### config.mk
export PLATFORM = sky130hd
export DESIGN_NAME = fifo_rd_ctrl_flat
export DESIGN_NICKNAME = d
export VERILOG_FILES = /design/src/rtl/fifo_pkg.sv /design/src/rtl/fifo_rd_ctrl_if.sv /design/src/rtl/fifo_gray_ptr.sv /design/src/rtl/fifo_rd_ctrl.sv /design/src/flat_wrapper.sv
export SDC_FILE = /design/constraint.sdc
export NUM_CORES = 1
export LEC_CHECK = 0
export CAP_MARGIN = 5
export CORE_UTILIZATION = 40
export DETAILED_ROUTE_END_ITERATION = 10
export PLACE_DENSITY = 0.9
export SLEW_MARGIN = 25
export SYNTH_ARGS = -nofsm -noshare
export SYNTH_HDL_FRONTEND = slang
export SYNTH_SLANG_ARGS = --single-unit
export TNS_END_PERCENT = 1
### constraint.sdc
create_clock -name rclk -period 5.2 [get_ports rclk]
set_input_delay 1.56 -clock rclk [delete_from_list [all_inputs] [get_ports rclk]]
set_output_delay 1.56 -clock rclk [all_outputs]
set_load 0.1 [all_outputs]
### src/rtl/fifo_pkg.sv
`default_nettype none
// ============================================================================
// fifo_pkg : Gray/binary helpers and shared types for the async FIFO controllers
// Rev 1.0
// ============================================================================
package fifo_pkg;

  localparam int FIFO_ASIZE = 4;
  localparam int c_FUNC_W   = 32;

  typedef logic [FIFO_ASIZE:0] ptr_t;

  typedef enum logic [0:0] {
    EMPTY = 1'b0,
    FULL  = 1'b1
  } ostage_e;

  // Any width up to c_FUNC_W: zero-extend on the way in, size-cast on the way out.
  function automatic logic [c_FUNC_W-1:0] bin2gray(input logic [c_FUNC_W-1:0] b);
    return (b >> 1) ^ b;
  endfunction

  function automatic logic [c_FUNC_W-1:0] gray2bin(input logic [c_FUNC_W-1:0] g);
    logic [c_FUNC_W-1:0] b;
    b[c_FUNC_W-1] = g[c_FUNC_W-1];
    for (int i = c_FUNC_W - 2; i >= 0; i--) begin
      b[i] = b[i+1] ^ g[i];
    end
    return b;
  endfunction

endpackage
`default_nettype wire

### src/rtl/fifo_rd_ctrl_if.sv
`default_nettype none
// ============================================================================
// fifo_rd_ctrl_if : read-domain bus of the async FIFO (pointers, memory, output stage)
// Rev 1.0
// ============================================================================
interface fifo_rd_ctrl_if
  import fifo_pkg::*;
#(
  parameter int ASIZE = FIFO_ASIZE,
  parameter int DSIZE = 8
);

  logic [ASIZE:0]   rq2_wptr;
  logic [ASIZE:0]   rptr;
  logic [ASIZE-1:0] raddr;
  logic [DSIZE-1:0] rdata_mem;
  logic [DSIZE-1:0] rdata;
  logic             rvalid;
  logic             rready;
  logic             rempty;
  logic [ASIZE:0]   rlevel;
  logic             ralmost_empty;

  modport master (
    input  rq2_wptr, rdata_mem, rready,
    output rptr, raddr, rdata, rvalid, rempty, rlevel, ralmost_empty
  );

  modport slave (
    output rq2_wptr, rdata_mem, rready,
    input  rptr, raddr, rdata, rvalid, rempty, rlevel, ralmost_empty
  );

endinterface
`default_nettype wire

### src/rtl/fifo_gray_ptr.sv
`default_nettype none
// ============================================================================
// fifo_gray_ptr : binary + Gray pointer register, shared by read and write sides
// Rev 1.0
// ============================================================================
module fifo_gray_ptr
  import fifo_pkg::*;
#(
  parameter int ASIZE = FIFO_ASIZE
) (
  input  wire logic           clk,
  input  wire logic           rst_n,
  input  wire logic           inc_i,
  output logic [ASIZE:0]      rbin_o,
  output logic [ASIZE:0]      rbinnext_o,
  output logic [ASIZE:0]      rgraynext_o,
  output logic [ASIZE:0]      rptr_o
);

  logic [ASIZE:0] bin_q;
  logic [ASIZE:0] gray_q;

  assign rbinnext_o  = bin_q + {{ASIZE{1'b0}}, inc_i};
  assign rgraynext_o = (ASIZE+1)'(bin2gray(c_FUNC_W'(rbinnext_o)));

  always_ff @(posedge clk or negedge rst_n) begin
    if (!rst_n) begin
      bin_q  <= '0;
      gray_q <= '0;
    end else begin
      bin_q  <= rbinnext_o;
      gray_q <= rgraynext_o;
    end
  end

  assign rbin_o = bin_q;
  assign rptr_o = gray_q;

endmodule
`default_nettype wire

### src/rtl/fifo_rd_ctrl.sv
`default_nettype none
// ============================================================================
// fifo_rd_ctrl : async FIFO read-domain controller with registered valid/ready stage
// Optional level outputs: define FIFO_RD_LEVEL_EN.  Rev 1.0
// ============================================================================
module fifo_rd_ctrl
  import fifo_pkg::*;
#(
  parameter int ASIZE     = FIFO_ASIZE,
  parameter int DSIZE     = 8,
  parameter int AE_THRESH = 2
) (
  input  wire logic      rclk,
  input  wire logic      rrst_n,
  fifo_rd_ctrl_if.master bus
);

  logic             rinc;
  logic             rvalid;
  logic             rempty_q;
  logic [DSIZE-1:0] rdata_q;
  logic [ASIZE:0]   rbin;
  logic [ASIZE:0]   rbinnext;
  logic [ASIZE:0]   rgraynext;
  logic [ASIZE:0]   rptr;
  ostage_e          state_q;
  ostage_e          state_d;

  // Pop whenever memory has a word and the stage is free or being drained.
  assign rinc = !rempty_q && (!rvalid || bus.rready);

  fifo_gray_ptr #(
    .ASIZE (ASIZE)
  ) u_rptr (
    .clk         (rclk),
    .rst_n       (rrst_n),
    .inc_i       (rinc),
    .rbin_o      (rbin),
    .rbinnext_o  (rbinnext),
    .rgraynext_o (rgraynext),
    .rptr_o      (rptr)
  );

  always_ff @(posedge rclk or negedge rrst_n) begin
    if (!rrst_n) begin
      state_q <= EMPTY;
    end else begin
      state_q <= state_d;
    end
  end

  always_comb begin
    state_d = state_q;
    case (state_q)
      EMPTY:   if (rinc) state_d = FULL;
      FULL:    if (bus.rready && !rinc) state_d = EMPTY;
      default: state_d = EMPTY;
    endcase
  end

  always_comb begin
    rvalid = 1'b0;
    if (state_q == FULL) rvalid = 1'b1;
  end

  always_ff @(posedge rclk or negedge rrst_n) begin
    if (!rrst_n) begin
      rempty_q <= 1'b1;
      rdata_q  <= '0;
    end else begin
      rempty_q <= (rgraynext == bus.rq2_wptr);
      if (rinc) rdata_q <= bus.rdata_mem;
    end
  end

  assign bus.rptr   = rptr;
  assign bus.raddr  = rbin[ASIZE-1:0];
  assign bus.rdata  = rdata_q;
  assign bus.rvalid = rvalid;
  assign bus.rempty = rempty_q;

`ifdef FIFO_RD_LEVEL_EN
  logic [ASIZE:0] wbin;
  logic [ASIZE:0] level_d;
  logic [ASIZE:0] level_q;
  logic           ae_q;
  logic           unused_rbin_msb;

  // Modulo subtraction stays exact because the read side never sees more than 2**ASIZE words.
  assign wbin    = (ASIZE+1)'(gray2bin(c_FUNC_W'(bus.rq2_wptr)));
  assign level_d = wbin - rbinnext;

  always_ff @(posedge rclk or negedge rrst_n) begin
    if (!rrst_n) begin
      level_q <= '0;
      ae_q    <= 1'b1;
    end else begin
      level_q <= level_d;
      ae_q    <= (level_d <= (ASIZE+1)'(AE_THRESH));
    end
  end

  assign bus.rlevel        = level_q;
  assign bus.ralmost_empty = ae_q;
  assign unused_rbin_msb   = rbin[ASIZE];
`else
  logic [ASIZE+33:0] unused_bits;

  assign bus.rlevel        = '0;
  assign bus.ralmost_empty = rempty_q;
  assign unused_bits       = {rbin[ASIZE], rbinnext, 32'(AE_THRESH)};
`endif

endmodule
`default_nettype wire

### src/flat_wrapper.sv
// flat-port wrapper written by rule: the top's interface ports become plain ports
module fifo_rd_ctrl_flat import fifo_pkg::*;
#(
  parameter int ASIZE     = FIFO_ASIZE,
  parameter int DSIZE     = 8,
  parameter int AE_THRESH = 2
)
  (rclk, rrst_n, bus_rq2_wptr, bus_rdata_mem, bus_rready, bus_rptr, bus_raddr, bus_rdata, bus_rvalid, bus_rempty, bus_rlevel, bus_ralmost_empty);
  fifo_rd_ctrl_if #(.ASIZE(ASIZE), .DSIZE(DSIZE)) bus_i ();
  input  wire logic rclk;
  input  wire logic rrst_n;
  input wire logic [$bits(bus_i.rq2_wptr)-1:0] bus_rq2_wptr;
  input wire logic [$bits(bus_i.rdata_mem)-1:0] bus_rdata_mem;
  input wire logic [$bits(bus_i.rready)-1:0] bus_rready;
  output wire logic [$bits(bus_i.rptr)-1:0] bus_rptr;
  output wire logic [$bits(bus_i.raddr)-1:0] bus_raddr;
  output wire logic [$bits(bus_i.rdata)-1:0] bus_rdata;
  output wire logic [$bits(bus_i.rvalid)-1:0] bus_rvalid;
  output wire logic [$bits(bus_i.rempty)-1:0] bus_rempty;
  output wire logic [$bits(bus_i.rlevel)-1:0] bus_rlevel;
  output wire logic [$bits(bus_i.ralmost_empty)-1:0] bus_ralmost_empty;
  assign bus_i.rq2_wptr = bus_rq2_wptr;
  assign bus_i.rdata_mem = bus_rdata_mem;
  assign bus_i.rready = bus_rready;
  assign bus_rptr = bus_i.rptr;
  assign bus_raddr = bus_i.raddr;
  assign bus_rdata = bus_i.rdata;
  assign bus_rvalid = bus_i.rvalid;
  assign bus_rempty = bus_i.rempty;
  assign bus_rlevel = bus_i.rlevel;
  assign bus_ralmost_empty = bus_i.ralmost_empty;
  fifo_rd_ctrl #(.ASIZE(ASIZE), .DSIZE(DSIZE), .AE_THRESH(AE_THRESH)) u_core (.rclk(rclk), .rrst_n(rrst_n), .bus(bus_i));
endmodule
==> out/metrics.csv, run 1 <==
metric,value,unit
cpPeakStageDelay,470,ps
status,finished clean,
path_buf_inv,3,
die_area,2300,sq um
netlist_instances,62,
grt_max_degree,20,
cts_sinks,19,
slowest_stage,clkdlybuf4s50_1,
layout_common_cells,"35 x clkdlybuf4s50_1, 18 x dfrtp_1, 8 x mux2_2",
worstSetupEndpointType,flip-flop,
period_minus_slack,3770,ps
fin_area,1240,sq um
ant_nets,0,
cts_buffer_depth,2,
wl_per_cell,12.0,um
area_delta_synth_final,46.4,%
instances_no_fill,127,
ys_seq_elements,19,
crit_fanout,9,
dpl-instance-area,1210,sq um
cts_root_buf,clkbuf_4,
postCtsResizedCells,0,
io_pins,41,
drt_iter0_drc,5,
die_y,48.0,um
final.fill_count,157,
syn_area,845,sq um
max_cap_violations,0,
layout-drive-gt1-share,16.0,%
yosysUniqueCellTypes,16,
port_buffers,35,
fp.dieW,48.0,um
gr-usage-all-layers,13.8,%
post-route-util,62.4,%
htreeDepth,1,
crit_arrival,3990,ps
cts_setup_buffers,0,
yosysSeqAreaShare,56.4,%
cts.hold.buffers_added,0,
start_util,42.6,%
min_period_over_period,72.5,%
cts_inserted_buffers,3,
synth_area_leaders,"dfrtp_1 53%, mux2_2 11%, xor2_1 7.3%",
via_count,568,
drc,0,
wl,1520,um
cp_top_family,buffers and inverters,
skew,2.32,ps
placed_cells,123,
slew-limit-headroom,34.1,%
tightest_slew,986,ps
clock_latency,290,ps
final_common_cell,clkdlybuf4s50_1,
rows,16,
nets,119,
finalSetupViolCount,0,
clk_pin_slew,110,ps
crit_type,in2reg,
setup_tns,0,ps
cts_tree,built,
dr.pass1.iters,6,
yosysTopAreaCellShare,53.3,%
required,5420,ps
path_cells,clkdlybuf4s50_1 > inv_1 > a21oi_2 > buf_4 > ha_1 > ha_1 > xor2_1 > xor2_1 > or3_1 > a221oi_2,
antenna_cells,0,
grt_pass1_wl,2150,um
synth_warnings,0,
synth_top_cell_by_area,dfrtp_1,
hold_violations,0,
grt_pass1_vias,529,
hold_path.class,reg2reg,
finalMaxSlewViolations,0,
rsz0062_at_grt,no,
fmax,265,MHz
antenna_found_initial,0,
coreArea,1980,sq um
avgSynthCellArea,13.6,sq um
via_per_inst,4.47,
start_kind,input pin,
gp_congestion,0.718,
grt_overflow,0,
dp_hpwl,1180,um
## cell families after synthesis
| logic type | share of synthesized area (%) |
|---|---|
| buffers and inverters | 7.11 |
| and+or+nand+nor | 3.85 |
| other | 0.444 |
| xor gates and xnor gates | 14.2 |
| adders and majority gates | 2.96 |
| DFF | 56.4 |
| AOI/OAI and AO/OA | 4.30 |
| muxes | 10.7 |
## cells in the mapped netlist, drive strengths merged
| library cell | instances |
|---|---|
| a21boi | 1 |
| a221oi | 1 |
| mux2 | 8 |
| buf | 6 |
| xnor2 | 4 |
| or3 | 2 |
| conb | 1 |
| nand3 | 4 |
| a21oi | 1 |
| ha | 2 |
| dfstp | 1 |
| xor2 | 7 |
| o21ai | 1 |
| xor3 | 1 |
| dfrtp | 18 |
| inv | 4 |
## registers in the layout, summed over array words and instances (netlist names)
signal	count
u_core.bus.rdata	8
u_core.state_q	1
u_core.u_rptr.rbin_o	5
u_core.bus.ralmost_empty	1
u_core.u_rptr.rptr_o	4
## final timing paths
| path | start | endpoint | slack [ps] | cells past startpoint |
|---|---|---|---|---|
| max | bus_rready | u_core.bus.ralmost_empty | 1430 | 10 |
| min | u_core.bus.rdata[7] | u_core.bus.rdata[7] | 520 | 1 |
| max reg2reg | u_core.bus.ralmost_empty | u_core.bus.ralmost_empty | 2750 | 8 |
| min reg2reg | u_core.bus.rdata[7] | u_core.bus.rdata[7] | 520 | 1 |
| max in group asynchronous | rrst_n | u_core.u_rptr.rbin_o[1] | 2990 | 1 |
| min in group asynchronous | rrst_n | u_core.u_rptr.rptr_o[2] | 1720 | 1 |
## cell type report
type / instances / area, sq um / share of cell area [%]
tap: 27 / 33.8 / 2.73
timing repair buffer: 36 / 358 / 28.9
multi-input combinational: 37 / 323 / 26.1
clock inverter: 1 / 7.51 / 0.607
sequential: 19 / 477 / 38.6
inverter: 4 / 15.0 / 1.21
clock buffer: 3 / 22.5 / 1.82
## stage by stage
step           setup WS (ps)  hold WS [ps]
2_1_floorplan           1740           703
3_3_place_gp            1330           478
3_5_place_dp            1160           495
4_1_cts                 1440           521
5_1_grt                 1260           542
6_report                1430           518
## per-layer routing
metal / share of wire, % / vias up / track usage [%]
met5: 0 / - / 0
met4: 0 / 0 / 5.00
met3: 6.2 / 0 / 3.40
met2: 54 / 29 / 25.1
met1: 40 / 268 / 15.4
li1: - / 271 / -
Power of run 1 is not shown: default switching activity piles up to over one toggle a cycle in this logic, so the estimate is an artifact.
==> run 2: changes to the inputs <==
--- a/config.mk
+++ b/config.mk
@@ -6,9 +6,9 @@
 export NUM_CORES = 1
 export LEC_CHECK = 0
 export CAP_MARGIN = 5
-export CORE_UTILIZATION = 40
+export CORE_UTILIZATION = 39
 export DETAILED_ROUTE_END_ITERATION = 10
-export PLACE_DENSITY = 0.9
+export PLACE_DENSITY = 0.89
 export SLEW_MARGIN = 25
 export SYNTH_ARGS = -nofsm -noshare
 export SYNTH_HDL_FRONTEND = slang
==> constraint.sdc (replaced) <==
create_clock -name rclk -period 3.6 [get_ports rclk]
set_input_delay 1.08 -clock rclk [delete_from_list [all_inputs] [get_ports rclk]]
set_output_delay 1.08 -clock rclk [all_outputs]
set_load 0.1 [all_outputs]
==> run 2 against run 1 <==
  * Clock skew increased by 2.4 ps
  * Final cell count did not move
  * First-iteration DRC count is 60% lower
  * Critical path type unchanged
  * Critical path depth fell by 1
  * Final area is 4.4% lower
  * Sequential share of layout area grew 1.8 points
  * Clock-buffer cell count rose by 1
  * Flip-flop and latch count stayed put
  * Routed wire length up 3.9%
  * Worst hold slack worse by 12 ps
==> out/metrics.csv, run 2 (same netlist as run 1, synthesis figures left out) <==
metric,value,unit
grt_overflow,0,
crit_arrival,3240,ps
die_area,2360,sq um
wl,1580,um
clk_pin_slew,110,ps
required,3810,ps
antenna_found_initial,0,
port_buffers,35,
start_kind,input pin,
cts_buffer_depth,2,
via_count,573,
postCtsResizedCells,0,
layout-drive-gt1-share,35.0,%
clock_latency,290,ps
cts.hold.buffers_added,0,
layout_common_cells,"21 x buf_4, 18 x dfrtp_1, 15 x clkdlybuf4s50_1",
drc,0,
htreeDepth,1,
setup_tns,0,ps
coreArea,2000,sq um
final_common_cell,buf_4,
finalSetupViolCount,0,
grt_pass1_wl,2700,um
wl_per_cell,12.5,um
finalMaxSlewViolations,0,
regArea,477,sq um
die_y,48.5,um
dp_hpwl,1240,um
status,finished clean,
gp_congestion,0.805,
tightest_slew,819,ps
dr.pass1.iters,4,
ant_nets,0,
grt_max_degree,20,
rsz0062_at_grt,no,
min_period_over_period,84.1,%
io_pins,41,
hold_violations,0,
crit_fanout,3,
cts_sinks,19,
via_per_inst,4.51,
worstSetupEndpointType,flip-flop,
nets,119,
cts_root_buf,clkbuf_4,
rows,16,
cts_tree,built,
cts_setup_buffers,0,
period_minus_slack,3030,ps
fmax,330,MHz
area_delta_synth_final,40.0,%
hold_path.class,reg2reg,
grt_pass1_vias,576,
fp.dieW,48.5,um
antenna_cells,0,
gr-usage-all-layers,15.5,%
multi_input_area,323,sq um
crit_type,in2reg,
cts_inserted_buffers,3,
largest_reg_flops,8,
skew,4.75,ps
start_util,42.2,%
drt_iter0_drc,2,
slew-limit-headroom,45.2,%
max_cap_violations,0,
final.fill_count,173,
run 2: cell type report:
| class | count | area share, % |
|---|---|---|
| Sequential cell | 19 | 40.3 |
| Multi-Input combinational cell | 37 | 27.3 |
| Timing Repair Buffer | 36 | 26.0 |
| Tap cell | 27 | 2.86 |
| Clock buffer | 4 | 2.22 |
| Inverter | 4 | 1.27 |
run 2: worst paths after layout:
check                                          from                  endpoint  slack, ps  depth (start not counted)
setup / recovery                         bus_rready  u_core.bus.ralmost_empty        570                          9
hold reg to reg            u_core.bus.ralmost_empty            u_core.state_q        510                          1
max in group asynchronous                    rrst_n   u_core.u_rptr.rbin_o[3]       1840                          1
setup reg to reg           u_core.bus.ralmost_empty  u_core.bus.ralmost_empty       1430                          7
min in group asynchronous                    rrst_n       u_core.bus.rdata[6]       1250                          1
hold / removal             u_core.bus.ralmost_empty            u_core.state_q        510                          1
run 2: routing by layer:
layer  GRT usage [%]  share of wire [%]
met1            18.2                 40
met2            27.2                 53
met3            1.89                4.0
met4            8.82                2.5
met5               0                  0
run 2: worst max-delay path, stage by stage:
cell and delay (ps):
clkdlybuf4s50_1 470, inv_1 50, a21oi_2 150, ha_1 210, ha_1 230, xor2_1 290, xor2_1 130, or3_1 370
a221oi_2 240
run 2: metrics by stage:
stage	util [%]	hold WS, ps	instances	setup slack [ps]	instance area (sq um)
3_5_place_dp	57.8	485	123	280	1160
2_1_floorplan	-	703	66	624	860
3_3_place_gp	57.8	481	123	343	1160
4_1_cts	59.1	507	127	571	1180
5_1_grt	59.1	532	127	427	1180
6_report	59.1	506	127	571	1180
Power of run 2 is left out for the same reason.
==> run 3: changes to the inputs <==
==> constraint.sdc (replaced) <==
create_clock -name rclk -period 3.12 [get_ports rclk]
set_input_delay 0.936 -clock rclk [delete_from_list [all_inputs] [get_ports rclk]]
set_output_delay 0.936 -clock rclk [all_outputs]
set_load 0.1 [all_outputs]
==> run 3 against run 2 <==
  * Flip-flop and latch count unchanged
  * Die area unchanged
  * Worst hold slack better by 3.7 ps
  * Final cell count up 1.6%
  * Non-clock buffer count is 2 higher
  * Clock-buffer cell count stayed put
  * Worst setup slack lost 260 ps
  * Register-to-register slack lost 410 ps
  * Final area increased by 1.3%
  * Critical path depth unchanged
  * First-iteration DRC count stayed put
  * Critical endpoint unchanged
==> out/metrics.csv, run 3 (same netlist as run 1, synthesis figures left out) <==
metric,value,unit
path_buf_inv,2,
start_kind,input pin,
worstSetupEndpointType,flip-flop,
via_count,579,
cp_top_family,buffers and inverters,
antenna_cells,0,
fp.dieW,48.5,um
layout_common_cells,"23 x buf_4, 18 x dfrtp_1, 15 x clkdlybuf4s50_1",
cts_root_buf,clkbuf_4,
wl_per_cell,12.5,um
antenna_found_initial,0,
drt_iter0_drc,2,
final_common_cell,buf_4,
status,finished clean,
nets,121,
port_buffers,35,
finalMaxSlewViolations,0,
crit_arrival,3010,ps
cts.hold.buffers_added,0,
tightest_slew,819,ps
gr-usage-all-layers,15.7,%
placed_cells,125,
final.setup.worst_slack,314,ps
dr.pass1.iters,4,
largest_reg_flops,8,
slew-limit-headroom,45.2,%
layout-drive-gt1-share,36.3,%
htreeDepth,1,
finalSetupViolCount,0,
drc,0,
crit_fanout,3,
die_area,2360,sq um
cts_sinks,19,
dp_hpwl,1300,um
min_period_over_period,89.9,%
clk_pin_slew,100,ps
path_cells,clkdlybuf4s50_1 > inv_1 > a21oi_2 > ha_1 > ha_1 > xor2_1 > xor2_1 > or3_1 > a221oi_2,
dpl_worst_slack,28.9,ps
rsz0062_at_grt,no,
slowest_stage,clkdlybuf4s50_1,
gp_congestion,0.806,
crit_type,in2reg,
hold_path.class,reg2reg,
ant_nets,0,
cts_buffer_depth,2,
start_util,42.2,%
grt_pass1_vias,596,
cts_setup_buffers,0,
hold_violations,0,
area_delta_synth_final,41.8,%
grt_max_degree,20,
clock_latency,280,ps
post-route-util,59.8,%
cts_inserted_buffers,3,
grt_pass1_wl,2770,um
setup_tns,0,ps
skew,1.33,ps
postCtsResizedCells,0,
max_cap_violations,0,
cpPeakStageDelay,470,ps
io_pins,41,
grt_overflow,0,
required,3320,ps
fmax,356,MHz
instances_no_fill,129,
period_minus_slack,2810,ps
via_per_inst,4.49,
wl,1620,um
die_y,48.5,um
rows,16,
cts_tree,built,
coreArea,2000,sq um
## run 3: changes by cell type in the layout (fill, tap and decap cells not counted)
cell   delta
buf_4     +2
## run 3: through the flow
| stage | area [sq um] | hold WS, ps |
|---|---|---|
| 2_1_floorplan | 860 | 640 |
| 3_3_place_gp | 1170 | 478 |
| 3_5_place_dp | 1170 | 483 |
| 4_1_cts | 1200 | 509 |
| 5_1_grt | 1200 | 523 |
| 6_report | 1200 | 510 |
## run 3: path summary, 6_finish.rpt
path	depth (start not counted)	endpoint	slack (ps)	start
max in group asynchronous	1	u_core.u_rptr.rbin_o[0]	1500	rrst_n
worst min-delay path	1	u_core.state_q	510	u_core.bus.ralmost_empty
worst max-delay path	9	u_core.bus.ralmost_empty	310	bus_rready
worst max register to register	7	u_core.bus.ralmost_empty	1020	u_core.bus.ralmost_empty
worst min register to register	1	u_core.state_q	510	u_core.bus.ralmost_empty
min in group asynchronous	1	u_core.bus.rdata[2]	1120	rrst_n
## run 3: layer usage
metal	track usage, %	routed length, um
met5	0	0
met3	0	66
met2	29.6	906
met1	17.3	614
met4	10.3	27
## run 3: cell type report
cell class                 count  area, sq um
inverter                       4         15.0
sequential                    19          477
clock buffer                   4         26.3
timing repair buffer          38          323
fill                         160          805
tap                           27         33.8
multi-input combinational     37          323
## run 3: worst register-to-register path: stages (launching register included)
cell and delay, ps:
dfstp_2 570, a21oi_2 50, ha_1 210, ha_1 240
xor2_1 180, xor2_1 160, or3_1 370, a221oi_2 240
Power of run 3 is left out for the same reason.
